[src/rtl/cnt_seq_pkg.sv]
// Shared types and default sizes for the counter_seq round-robin counter sequencer.
package cnt_seq_pkg;

  localparam int DEF_NUM_REQ = 4;
  localparam int DEF_WIDTH   = 4;
  localparam int DEF_STEP_W  = 8;

  typedef enum logic [2:0] {
    ST_IDLE,
    ST_LOAD,
    ST_COUNT,
    ST_SETTLE,
    ST_DONE
  } seq_state_e;

  // Job layout for the default configuration; counter_seq mirrors it at its own widths.
  typedef struct packed {
    logic [DEF_WIDTH-1:0]  load;
    logic                  dir;
    logic [DEF_STEP_W-1:0] steps;
  } seq_job_t;

endpackage

[src/rtl/rr_arbiter.sv]
// Combinational round-robin arbiter: grants the first request at or after i_ptr, wrapping.
module rr_arbiter #(
  parameter  int NUM_REQ = 4,
  localparam int IDX_W   = $clog2(NUM_REQ)
) (
  input  logic [NUM_REQ-1:0] i_req,
  input  logic [IDX_W-1:0]   i_ptr,
  input  logic               i_en,
  output logic [NUM_REQ-1:0] o_gnt,
  output logic [IDX_W-1:0]   o_idx
);

  always_comb begin
    int j;
    // NOTE: every output of a combinational block gets a default first so no path leaves it unassigned (no latch).
    o_gnt = '0;
    o_idx = '0;
    j     = 0;
    if (i_en) begin
      // Walk from the farthest candidate back to i_ptr so the nearest request wins.
      for (int k = NUM_REQ - 1; k >= 0; k--) begin
        j = int'(i_ptr) + k;
        if (j >= NUM_REQ) j -= NUM_REQ;
        if (i_req[j]) begin
          o_gnt    = '0;
          o_gnt[j] = 1'b1;
          o_idx    = IDX_W'(j);
        end
      end
    end
  end

endmodule

[src/rtl/counter_seq.sv]
// Round-robin sequencer sharing one loadable up/down counter between NUM_REQ requesters.
// Optional macro CNT_SEQ_ABORT_EN adds the abort input and aborted output.
module counter_seq
  import cnt_seq_pkg::*;
#(
  parameter  int NUM_REQ = DEF_NUM_REQ,
  parameter  int WIDTH   = DEF_WIDTH,
  parameter  int STEP_W  = DEF_STEP_W,
  localparam int ID_W    = $clog2(NUM_REQ)
) (
  input  logic                      clk,
  input  logic                      rst,
  input  logic [NUM_REQ-1:0]        req,
  input  logic [NUM_REQ*WIDTH-1:0]  req_load,
  input  logic [NUM_REQ-1:0]        req_dir,
  input  logic [NUM_REQ*STEP_W-1:0] req_steps,
  output logic [NUM_REQ-1:0]        gnt,
  output logic                      done,
  output logic [ID_W-1:0]           done_id,
  output logic [WIDTH-1:0]          result,
  output logic                      busy,
  output logic                      load_n,
  output logic                      ce,
  output logic                      up_down,
  output logic [WIDTH-1:0]          data_load,
  input  logic [WIDTH-1:0]          count_out
`ifdef CNT_SEQ_ABORT_EN
  ,
  input  logic                      abort,
  output logic                      aborted
`endif
);

  typedef struct packed {
    logic [WIDTH-1:0]  load;
    logic              dir;
    logic [STEP_W-1:0] steps;
  } job_t;

  seq_state_e          r_state, w_state_nxt;
  job_t                r_job, w_sel_job;
  logic [ID_W-1:0]     r_ptr, r_id, r_done_id, w_arb_idx, w_ptr_nxt;
  logic [NUM_REQ-1:0]  r_gnt, w_arb_gnt;
  logic [STEP_W-1:0]   r_remain;
  logic [WIDTH-1:0]    r_result, r_data_load;
  logic                r_done, r_busy, r_load_n, r_ce, r_up_down;
  logic                w_arb_en, w_capture, w_abort;

  assign w_arb_en  = (r_state == ST_IDLE);
  assign w_capture = |w_arb_gnt;
  assign w_ptr_nxt = (w_arb_idx == ID_W'(NUM_REQ - 1)) ? '0 : w_arb_idx + 1'b1;

  rr_arbiter #(.NUM_REQ(NUM_REQ)) u_arb (
    .i_req (req),
    .i_ptr (r_ptr),
    .i_en  (w_arb_en),
    .o_gnt (w_arb_gnt),
    .o_idx (w_arb_idx)
  );

  always_comb begin
    w_sel_job = '0;
    for (int i = 0; i < NUM_REQ; i++) begin
      if (w_arb_idx == ID_W'(i)) begin
        w_sel_job.load  = req_load[i*WIDTH +: WIDTH];
        w_sel_job.dir   = req_dir[i];
        w_sel_job.steps = req_steps[i*STEP_W +: STEP_W];
      end
    end
  end

`ifdef CNT_SEQ_ABORT_EN
  logic r_abort_flag, r_aborted;
  assign w_abort = abort && (r_state == ST_LOAD || r_state == ST_COUNT);
  assign aborted = r_aborted;
`else
  assign w_abort = 1'b0;
`endif

  always_comb begin
    w_state_nxt = r_state;
    unique case (r_state)
      ST_IDLE:   if (w_capture) w_state_nxt = ST_LOAD;
      ST_LOAD:   w_state_nxt = (w_abort || r_job.steps == '0) ? ST_SETTLE : ST_COUNT;
      ST_COUNT:  if (w_abort || r_remain == STEP_W'(1)) w_state_nxt = ST_SETTLE;
      ST_SETTLE: w_state_nxt = ST_DONE;
      ST_DONE:   w_state_nxt = ST_IDLE;
      default:   w_state_nxt = ST_IDLE;
    endcase
  end

  // Counter controls are registered from the next state so they line up with the state they belong to.
  always_ff @(posedge clk or posedge rst) begin
    if (rst) begin
      r_state     <= ST_IDLE;
      r_job       <= '0;
      r_id        <= '0;
      r_ptr       <= '0;
      r_remain    <= '0;
      r_gnt       <= '0;
      r_done      <= 1'b0;
      r_done_id   <= '0;
      r_result    <= '0;
      r_busy      <= 1'b0;
      r_load_n    <= 1'b1;
      r_ce        <= 1'b0;
      r_up_down   <= 1'b0;
      r_data_load <= '0;
    end else begin
      // NOTE: sequential state uses non-blocking assignments so every register sees pre-edge values.
      r_state     <= w_state_nxt;
      r_gnt       <= w_arb_gnt;
      r_busy      <= (w_state_nxt != ST_IDLE);
      r_load_n    <= (w_state_nxt != ST_LOAD);
      r_ce        <= (w_state_nxt == ST_COUNT);
      r_up_down   <= (w_state_nxt == ST_COUNT) && r_job.dir;
      r_data_load <= (w_state_nxt == ST_LOAD) ? w_sel_job.load : '0;
      r_done      <= (r_state == ST_DONE);
      if (w_capture) begin
        r_job <= w_sel_job;
        r_id  <= w_arb_idx;
        r_ptr <= w_ptr_nxt;
      end
      if (r_state == ST_LOAD) begin
        r_remain <= r_job.steps;
      end else if (r_state == ST_COUNT) begin
        r_remain <= r_remain - 1'b1;
      end
      if (r_state == ST_DONE) begin
        r_result  <= count_out;
        r_done_id <= r_id;
      end
    end
  end

`ifdef CNT_SEQ_ABORT_EN
  always_ff @(posedge clk or posedge rst) begin
    if (rst) begin
      r_abort_flag <= 1'b0;
      r_aborted    <= 1'b0;
    end else begin
      if (w_capture) begin
        r_abort_flag <= 1'b0;
      end else if (w_abort) begin
        r_abort_flag <= 1'b1;
      end
      r_aborted <= (r_state == ST_DONE) && r_abort_flag;
    end
  end
`endif

  assign gnt       = r_gnt;
  assign done      = r_done;
  assign done_id   = r_done_id;
  assign result    = r_result;
  assign busy      = r_busy;
  assign load_n    = r_load_n;
  assign ce        = r_ce;
  assign up_down   = r_up_down;
  assign data_load = r_data_load;

endmodule

[config.mk]
export PLATFORM = sky130hd
export DESIGN_NAME = counter_seq
export DESIGN_NICKNAME = d
export VERILOG_FILES = /design/src/rtl/cnt_seq_pkg.sv /design/src/rtl/rr_arbiter.sv /design/src/rtl/counter_seq.sv
export SDC_FILE = /design/constraint.sdc
export NUM_CORES = 1
export LEC_CHECK = 0
export ABC_AREA = 1
export BUFFER_PORTS_ARGS = -buffer_cell sky130_fd_sc_hd__buf_2
export CAP_MARGIN = 15
export CORE_MARGIN = 2
export CORE_UTILIZATION = 35
export CTS_CLUSTER_SIZE = 24
export DETAILED_ROUTE_END_ITERATION = 16
export GPL_TIMING_DRIVEN = 0
export PLACE_DENSITY_LB_ADDON = 0.15
export SYNTH_ARGS = -nofsm -noshare
export SYNTH_HDL_FRONTEND = slang
export SYNTH_SLANG_ARGS = --single-unit
[constraint.sdc]
create_clock -name clk -period 5 [get_ports clk]
set_input_delay 0 -clock clk [delete_from_list [all_inputs] [get_ports clk]]
set_output_delay 0 -clock clk [all_outputs]
set_load 0.005 [all_outputs]
==> reports/metrics.cfg, run 1 <==
[route]
vias = 2600
vias_per_cell = 4.69
dr.pass1.iters = 4
ant_nets = 0
drt_wl_total_um = 6600
wl_per_cell_um = 11.9
drt-initial-drc-count = 76
drc = 0

[power_and_ir_drop]
seqPwrFrac_pct = 50.2
combPwrFrac_pct = 9.1
power_switching_share_pct = 21.8
ir_drop_uv = 99.3
internal-power_uw = 541
p_per_area_nw_per_um2 = 201
p_leak_nw = 1.80
clock_power_share_pct = 40.7
total_power_uw = 692
p_switching_uw = 151

[min_path]
hold_depth = 5
hp-class = in -> reg
hold_start = req_steps[27]
hold_path_end = r_job[3]$_DFFE_PP0P_

[cells_and_area]
finalInstanceArea_um2 = 3450
final_nets = 527
drive_gt1_share_pct = 26.8
antenna_cells = 0
area_delta_synth_final_pct = 27.1
num-fill-cells = 787

[flow_run]
maxCapViolCount = 0

[logic_synthesis]
synth-edff-count = 0
synth.most_common_cell = nand2_1
ys_async_sr_fraction_pct = 100
synth-xor-area-share_pct = 1.94
synth_top_family_by_area = simple AND/OR/NAND/NOR gates
synth_fa_ha_area_share_pct = 6.46
syn-instance-count = 356
syn_area_um2 = 2710
synth_compound_area_share_pct = 16.3
synth_area_leaders = dfrtp_1 39%, nand2_1 12%, ha_1 6.5%
yosysWarnings = 0
syn-num-nets = 432
yosysSeqAreaShare_pct = 39.8
synthSimpleGateAreaFrac_pct = 26.2
synth_top_area_share_pct = 38.8
muxShareOfSynthArea_pct = 0
avgSynthCellArea_um2 = 7.61
synth_ff_type = dfrtp_1
synth.distinct_cells = 27
synth_top_area_cell = dfrtp_1
ys_top_cells_by_count = 84 x nand2_1, 46 x inv_1, 42 x dfrtp_1
yosys_register_bits = 43

[setup_path]
required_ns = 5.23
worstPathArrival_ns = 3.76
crit_type = reg -> reg
critPathLaunchType = flop
r2r_cells = 20
regToRegSetupSlack_ns = 1.48
reg2reg_from = r_ptr[0]$_DFFE_PP0P_
worstSetupEndpointType = flop
reg2reg_to = r_job[4]$_DFFE_PP0P_
crit_fanout = 12

[clock_tree]
clock_latency_ns = 0.30
clk_path_buf_depth = 2
cts-root-buf = clkbuf_8
cts_tree = yes
numCtsBuffers = 5
cts.sinks = 43
clk_pin_slew_ns = 0.08
cts_max_level = 2

[timing]
min_period_over_period_pct = 70.5
rsz0062_at_grt = false
timing.hold.ws_ns = 0.0249
setup_viol = 0
final-max-slew-violation-count = 0
fmax_mhz = 284
finClkSkew_ns = 0.00785
final.min_clock_period_ns = 3.52
fin_tns_setup_ns = 0
maxSlewHeadroom_pct = 45.1
worst_pin_slew_ns = 0.817
finalHoldViolations = 0

[placement]
numPortBuffers = 80
placed_area_um2 = 3260
place.gp.congestion = 0.862
hpwl_um = 5070

[die]
io_pins = 81
fp.coreArea_um2 = 7610
std_cell_rows = 32
die_area_um2 = 8460
die_height_um = 92.0
fp.dieW_um = 92.0
initial_core_util_pct = 35.6

[global_routing]
grt_pass1_vias = 2454
grt_max_degree = 39
use_met1_pct = 23.2
use_met2_pct = 25.4
antenna_found_initial = 0
busiest_layer = met2
grt_pass1_wl_um = 11300
grt_use_met3_pct = 2.88
track_usage_pct = 16.4
grt_overflow = 0

[outcome]
outcome = completed

==> worst max-delay path by stage <==
stage                    startpoint                endpoint  slack, ns
5_1_grt        r_ptr[0]$_DFFE_PP0P_  data_load[3]$_DFF_PP0_       0.94
3_3_place_gp   r_ptr[0]$_DFFE_PP0P_  data_load[3]$_DFF_PP0_       1.50
6_report       r_ptr[0]$_DFFE_PP0P_    r_job[4]$_DFFE_PP0P_       1.48
3_5_place_dp   r_ptr[0]$_DFFE_PP0P_  data_load[3]$_DFF_PP0_       1.47
2_1_floorplan  r_ptr[0]$_DFFE_PP0P_    r_job[1]$_DFFE_PP0P_       2.12
4_1_cts        r_ptr[0]$_DFFE_PP0P_  data_load[3]$_DFF_PP0_       1.45
==> stage by stage <==
| step | std cells | setup WS (ns) | utilization, % |
|---|---|---|---|
| after CTS | 554 | 1.45 | 45.3 |
| final | 554 | 1.48 | 45.3 |
| after global placement | 538 | 1.50 | 42.6 |
| after floorplan | 356 | 2.12 | - |
| after detailed placement | 539 | 1.47 | 42.8 |
| after global routing | 554 | 0.938 | 45.3 |
==> worst max-delay path, cell delays in order (launching register included) <==
cell,delay [ns]
dfrtp_1,0.60
inv_2,0.16
ha_1,0.37
inv_1,0.10
nand3_2,0.09
nand2_2,0.09
buf_6,0.14
a21oi_1,0.04
o21ai_0,0.15
nand2_1,0.07
nand2_1,0.14
inv_1,0.09
ha_1,0.26
inv_1,0.12
clkbuf_1,0.34
nand3_1,0.12
nand2_1,0.10
o21ai_0,0.08
o21ai_0,0.23
nand2_1,0.10
o21ai_2,0.06
==> flip-flops by register name (all words and copies together) (netlist names) <==
signal and count:
r_job 9, r_remain 8, data_load 4, gnt 4, result 4, r_state 3
done_id 2, r_id 2, r_ptr 2, busy 1, ce 1, done 1
load_n 1, up_down 1
==> final cells by class <==
| class | count | area, um^2 | area share (%) |
|---|---|---|---|
| plain buffers | 12 | 75.1 | 2.18 |
| clock inverters | 2 | 35.0 | 1.02 |
| inverters | 48 | 180 | 5.23 |
| repair buffers | 88 | 490 | 14.2 |
| well taps | 102 | 128 | 3.70 |
| clock buffers | 6 | 82.6 | 2.40 |
| multi-input cells | 253 | 1380 | 40.0 |
| flip-flops and latches | 43 | 1080 | 31.3 |
==> kinds of logic after synthesis <==
kind of cell,after synthesis
buffers and inverters,60
adder cells (fa/ha/maj),14
XOR/XNOR,6
flip-flops,43
AND/OR/NAND/NOR,162
AO/OA/AOI/OAI,71
==> layout by cell type (no fill, tap or decap), types with 2 or more instances in the layout <==
cell	synthesis	layout
dfrtp_1	42	42
a21oi_1	22	22
a211oi_1	4	4
ha_1	14	14
o211ai_1	5	5
o21ai_0	22	22
nor2_1	28	28
xnor2_1	4	4
nand4_1	4	4
o221ai_1	4	4
xor2_1	2	2
buf_6	4	4
nor3_1	2	2
dlygate4sd3_1	0	7
inv_2	2	3
nand2_1	84	84
nand2_2	9	9
clkbuf_8	0	6
nand3_1	31	31
clkbuf_1	7	7
nand3_2	2	2
buf_2	0	80
nor2_4	2	2
inv_1	46	45
o21ai_2	11	11
==> power by group through the flow <==
stage          Clock (mW)  Combinational (mW)  Sequential, mW
2_1_floorplan           0              0.0268           0.354
3_3_place_gp            0              0.0573           0.354
3_5_place_dp            0              0.0593           0.354
4_1_cts             0.287              0.0637           0.347
5_1_grt             0.301              0.0719           0.347
6_report            0.282              0.0629           0.347
==> metal layers <==
metal  routed length (um)  vias up
met4                  123        0
met2                 2870       77
met5                    0        -
li1                     -     1339
met3                  353       11
met1                 3260     1173
==> timing repair <==
action | 4_1_cts | 5_1_grt
hold endpoints to repair | 48 | 0
gates resized for setup | 0 | 0
setup buffers | 0 | 0
hold buffers | 7 | 0
(Power assumes the default switching activity.)
==> run 2: changes to the inputs <==
Clock period 5 ns to 3.2 ns, I/O delays scaled along.
==> reports/metrics.cfg, run 2 (synthesis results as in run 1) <==
[outcome]
outcome = completed

[setup_path]
worstPathArrival_ns = 3.14
worstSetupEndpointType = flop
reg2reg_to = data_load[2]$_DFF_PP0_
regToRegSetupSlack_ns = 0.23
crit_start = r_ptr[1]$_DFFE_PP0P_
critPathLaunchType = flop
required_ns = 3.37
crit_type = reg -> reg
reg2reg_from = r_ptr[1]$_DFFE_PP0P_
r2r_cells = 17
crit_fanout = 10

[cells_and_area]
layout_commonest_cell = nand2_1
antenna_cells = 0
final_cell_mix = 83 x nand2_1, 80 x buf_2, 43 x inv_1, 40 x dfrtp_1, 31 x nand3_1
final_nets = 530
multi_input_area_um2 = 1390
regMostFlops = r_job
area_delta_synth_final_pct = 29.4
drive_gt1_share_pct = 30.8
num-fill-cells = 780
largest_reg_flops = 9
largestRegisters = r_job (9), r_remain (8)
ff_latch_area_um2 = 1080
fin_util_pct = 46.1

[flow_run]
maxCapViolCount = 0

[timing]
min_period_over_period_pct = 92.8
rsz0062_at_grt = false
maxSlewHeadroom_pct = 43.0
worst_pin_slew_ns = 0.849
setup_ws_ns = 0.231
setup_viol = 0
final.min_clock_period_ns = 2.97
fmax_mhz = 337
finClkSkew_ns = 0.00972
finalHoldViolations = 0
final-max-slew-violation-count = 0

[power_and_ir_drop]
p_per_area_nw_per_um2 = 309
clock_power_share_pct = 40.7
combPwrFrac_pct = 9.2
seqPwrFrac_pct = 50.2
total_power_mw = 1.08
power_switching_share_pct = 21.8
ir_drop_uv = 155
p_leak_nw = 1.83
internal-power_uw = 847
p_switching_uw = 236

[global_routing]
busiest_layer = met2
use_met1_pct = 23.4
grt_pass1_wl_um = 11500
antenna_found_initial = 0
grt_overflow = 0
use_met2_pct = 26.0
grt_max_degree = 39
track_usage_pct = 16.6
grt_pass1_vias = 2484
grt_use_met3_pct = 2.88

[route]
wl_per_cell_um = 12.1
drc = 0
vias_per_cell = 4.71
drt-initial-drc-count = 81
ant_nets = 0
dr.pass1.iters = 4
vias = 2622
drt_wl_total_um = 6720

[min_path]
hold_path_end = r_job[5]$_DFFE_PP0P_
hold_depth = 5
hp-class = in -> reg
hold_start = req_steps[29]

[clock_tree]
cts_max_level = 2
clock_latency_ns = 0.30
cts_tree = yes
clk_path_buf_depth = 2
numCtsBuffers = 5
cts-root-buf = clkbuf_8
clk_pin_slew_ns = 0.08
cts.sinks = 43

[placement]
hpwl_um = 5070
numPortBuffers = 80
place.gp.congestion = 0.862
dpl_worst_slack_ns = -0.325

[die]
die_height_um = 92.0
initial_core_util_pct = 35.6
io_pins = 81
fp.dieW_um = 92.0
fp.coreArea_um2 = 7610
std_cell_rows = 32
die_area_um2 = 8460

-- run 2: final cells by class --
cell class                      instances  share of cell area [%]
Timing Repair Buffer                   92                    14.8
Tap cell                              102                    3.64
Inverter                               48                    5.32
Multi-Input combinational cell        253                    39.7
Sequential cell                        43                    30.8
Clock buffer                            6                    2.35
Clock inverter                          2                   0.999
Buffer                                 11                    2.35
-- run 2: timing repair --
action,CTS,global route
pin swaps,0,1
hold buffers,7,0
hold endpoints to repair,48,0
buffers inserted,2,2
endpoints found under the setup margin,13,13
resized for setup,7,18
-- run 2: metal layers --
layer  routed length [um]  share of wire, %  vias to the layer above
li1                     -                 -                     1343
met1                 3260                48                     1177
met2                 2970                44                       93
met3                  385               5.7                        9
met4                  108               1.6                        0
met5                    0                 0                        -
-- run 2: worst max path at each step --
stage	endpoint	cells past startpoint
detailed placement	data_load[3]$_DFF_PP0_	18
finish	data_load[2]$_DFF_PP0_	17
global placement	data_load[3]$_DFF_PP0_	18
global route	data_load[2]$_DFF_PP0_	17
floorplan	r_job[1]$_DFFE_PP0P_	20
CTS	r_job[4]$_DFFE_PP0P_	20
-- run 2: critical path: stages (launching register included) --
cell	delay (ns)
dfrtp_2	0.42
clkinvlp_4	0.11
ha_1	0.32
inv_1	0.10
nand3_2	0.09
nand2_2	0.09
buf_6	0.14
o21ai_0	0.09
nand2_1	0.07
nand3_1	0.20
inv_1	0.15
ha_1	0.25
inv_1	0.10
clkbuf_2	0.18
nor2_1	0.11
a211oi_1	0.05
a21oi_1	0.28
nor2_1	0.10
-- run 2: metrics by stage --
step / cells / cell area (um^2) / setup TNS [ns] / hold WS, ns
after floorplan: 356 / 2710 / 0 / 0.117
after global placement: 538 / 3240 / -2.38 / 0.203
after detailed placement: 539 / 3260 / -2.85 / -0.0937
after CTS: 556 / 3470 / 0 / 0.0205
after global routing: 557 / 3510 / 0 / 0.0553
final: 557 / 3510 / 0 / 0.0263
-- run 2: power groups by stage --
stage | clock (mW) | sequential (mW) | combinational (mW)
floorplan | 0 | 0.554 | 0.0418
global placement | 0 | 0.554 | 0.0895
detailed placement | 0 | 0.554 | 0.0926
CTS | 0.448 | 0.543 | 0.100
global route | 0.472 | 0.543 | 0.113
finish | 0.440 | 0.543 | 0.0996
==> run 3: changes to the inputs <==
Settings changed: REMOVE_ABC_BUFFERS from default to 1.
==> reports/metrics.cfg, run 3 (synthesis results as in run 1) <==
[placement]
hpwl_um = 4810
numPortBuffers = 80
place.gp.congestion = 0.805
dpl_worst_slack_ns = -0.379
placed_area_um2 = 3180

[flow_run]
maxCapViolCount = 0

[cells_and_area]
num-fill-cells = 814
antenna_cells = 0
area_delta_synth_final_pct = 29.1
largestRegisters = r_job (9), r_remain (8)
final_cell_mix = 83 x nand2_1, 80 x buf_2, 42 x inv_1, 40 x dfrtp_1, 31 x nand3_1
drive_gt1_share_pct = 30.0
layout_commonest_cell = nand2_1
final_nets = 525
finalInstanceArea_um2 = 3500
regMostFlops = r_job
largest_reg_flops = 9

[clock_tree]
clock_latency_ns = 0.30
cts_max_level = 2
clk_pin_slew_ns = 0.09
clk_path_buf_depth = 2
cts.sinks = 43
cts-root-buf = clkbuf_8
cts_tree = yes
numCtsBuffers = 5

[setup_path]
critPathLaunchType = flop
crit_fanout = 12
worstPathArrival_ns = 3.12
crit_type = reg -> reg
critPathBufInv = 4
cp_top_family = simple AND/OR/NAND/NOR gates
crit_chain = inv_2, ha_1, inv_1, nand3_2, nand2_4, o21ai_0, nand2_1, nand3_1, inv_1, ha_4, buf_4, a21oi_1, nand2_1, o21ai_0, o21ai_0, nand2_1, o21ai_2
cp_slowest_cell = dfrtp_2
worstSetupEndpointType = flop
required_ns = 3.43
regToRegSetupSlack_ns = 0.31
cpPeakStageDelay_ns = 0.46

[power_and_ir_drop]
total_power_mw = 1.07
p_per_area_nw_per_um2 = 307
ir_drop_uv = 181
p_leak_nw = 1.80

[die]
die_area_um2 = 8460
std_cell_rows = 32
die_height_um = 92.0
initial_core_util_pct = 35.6
fp.dieW_um = 92.0
io_pins = 81
fp.coreArea_um2 = 7610

[route]
vias_per_cell = 4.74
ant_nets = 0
vias = 2614
dr.pass1.iters = 4
wl_per_cell_um = 11.9
drt_wl_total_um = 6580
drt-initial-drc-count = 72
drc = 0

[global_routing]
grt_overflow = 0
track_usage_pct = 16.1
antenna_found_initial = 0
grt_max_degree = 43
grt_pass1_wl_um = 11100
grt_pass1_vias = 2499

[timing]
final.min_clock_period_ns = 2.89
finClkSkew_ns = 0.00613
final-max-slew-violation-count = 0
setup_viol = 0
min_period_over_period_pct = 90.4
setup_ws_ns = 0.307
fmax_mhz = 346
finalHoldViolations = 0
worst_pin_slew_ns = 0.785
rsz0062_at_grt = false
maxSlewHeadroom_pct = 47.3

[min_path]
hp-class = in -> reg

[outcome]
outcome = completed

-- run 3: path summary, 6_finish.rpt --
| check | start | to | cells after the start |
|---|---|---|---|
| max | r_ptr[0]$_DFFE_PP0P_ | r_job[2]$_DFFE_PP0P_ | 17 |
| max reg2reg | r_ptr[0]$_DFFE_PP0P_ | r_job[2]$_DFFE_PP0P_ | 17 |
| min reg2reg | done_id[1]$_DFFE_PP0P_ | done_id[1]$_DFFE_PP0P_ | 2 |
| min in group asynchronous | rst | ce$_DFF_PP0_ | 3 |
| max in group asynchronous | rst | load_n$_DFF_PP1_ | 4 |
| min | req_dir[3] | r_job[8]$_DFFE_PP0P_ | 5 |
-- run 3: repair_timing --
| action | 4_1_cts | 5_1_grt |
|---|---|---|
| hold buffers | 9 | 0 |
| setup buffers | 0 | 7 |
| endpoints found under the setup margin | 13 | 13 |
| gates resized for setup | 10 | 7 |
| endpoints found under the hold margin | 51 | 0 |
| gates cloned | 1 | 0 |
-- run 3: metal layers --
layer | routed length, um | vias to the layer above | global-route usage, %
met4 | 90 | 0 | 4.35
met5 | 0 | - | 0
met2 | 2910 | 87 | 26.3
li1 | - | 1336 | -
met3 | 432 | 8 | 3.70
met1 | 3140 | 1183 | 21.4
-- run 3: stage by stage --
stage,hold WS (ns),util [%],setup TNS (ns),instances
detailed placement,-0.142,41.8,-4.10,527
finish,0.0180,46.0,0,552
global placement,0.209,41.6,-3.45,526
global route,0.0243,46.0,0,552
floorplan,0.117,-,0,344
CTS,0.00987,45.0,0,545
-- run 3: tightest hold or removal path, stage by stage --
cell and delay (ns):
buf_2 0.07, nand2_1 0.04, o21ai_0 0.06, nand2_1 0.06, o21ai_2 0.05
-- run 3: layout make-up --
cell class / instances / area [um^2] / share of cell area (%)
multi-input cells: 253 / 1420 / 40.4
flip-flops and latches: 43 / 1080 / 30.9
repair buffers: 97 / 563 / 16.1
inverters: 48 / 190 / 5.43
well taps: 102 / 128 / 3.65
clock buffers: 5 / 68.8 / 1.97
clock inverters: 3 / 47.5 / 1.36
repair inverters: 1 / 7.51 / 0.215
-- run 3: where the power goes --
part           switching (mW)  internal, mW  leakage, nW  total (mW)
clock                   0.197         0.237       0.0587       0.434
sequential                  0         0.543        0.471       0.543
combinational          0.0456        0.0514         1.27      0.0970
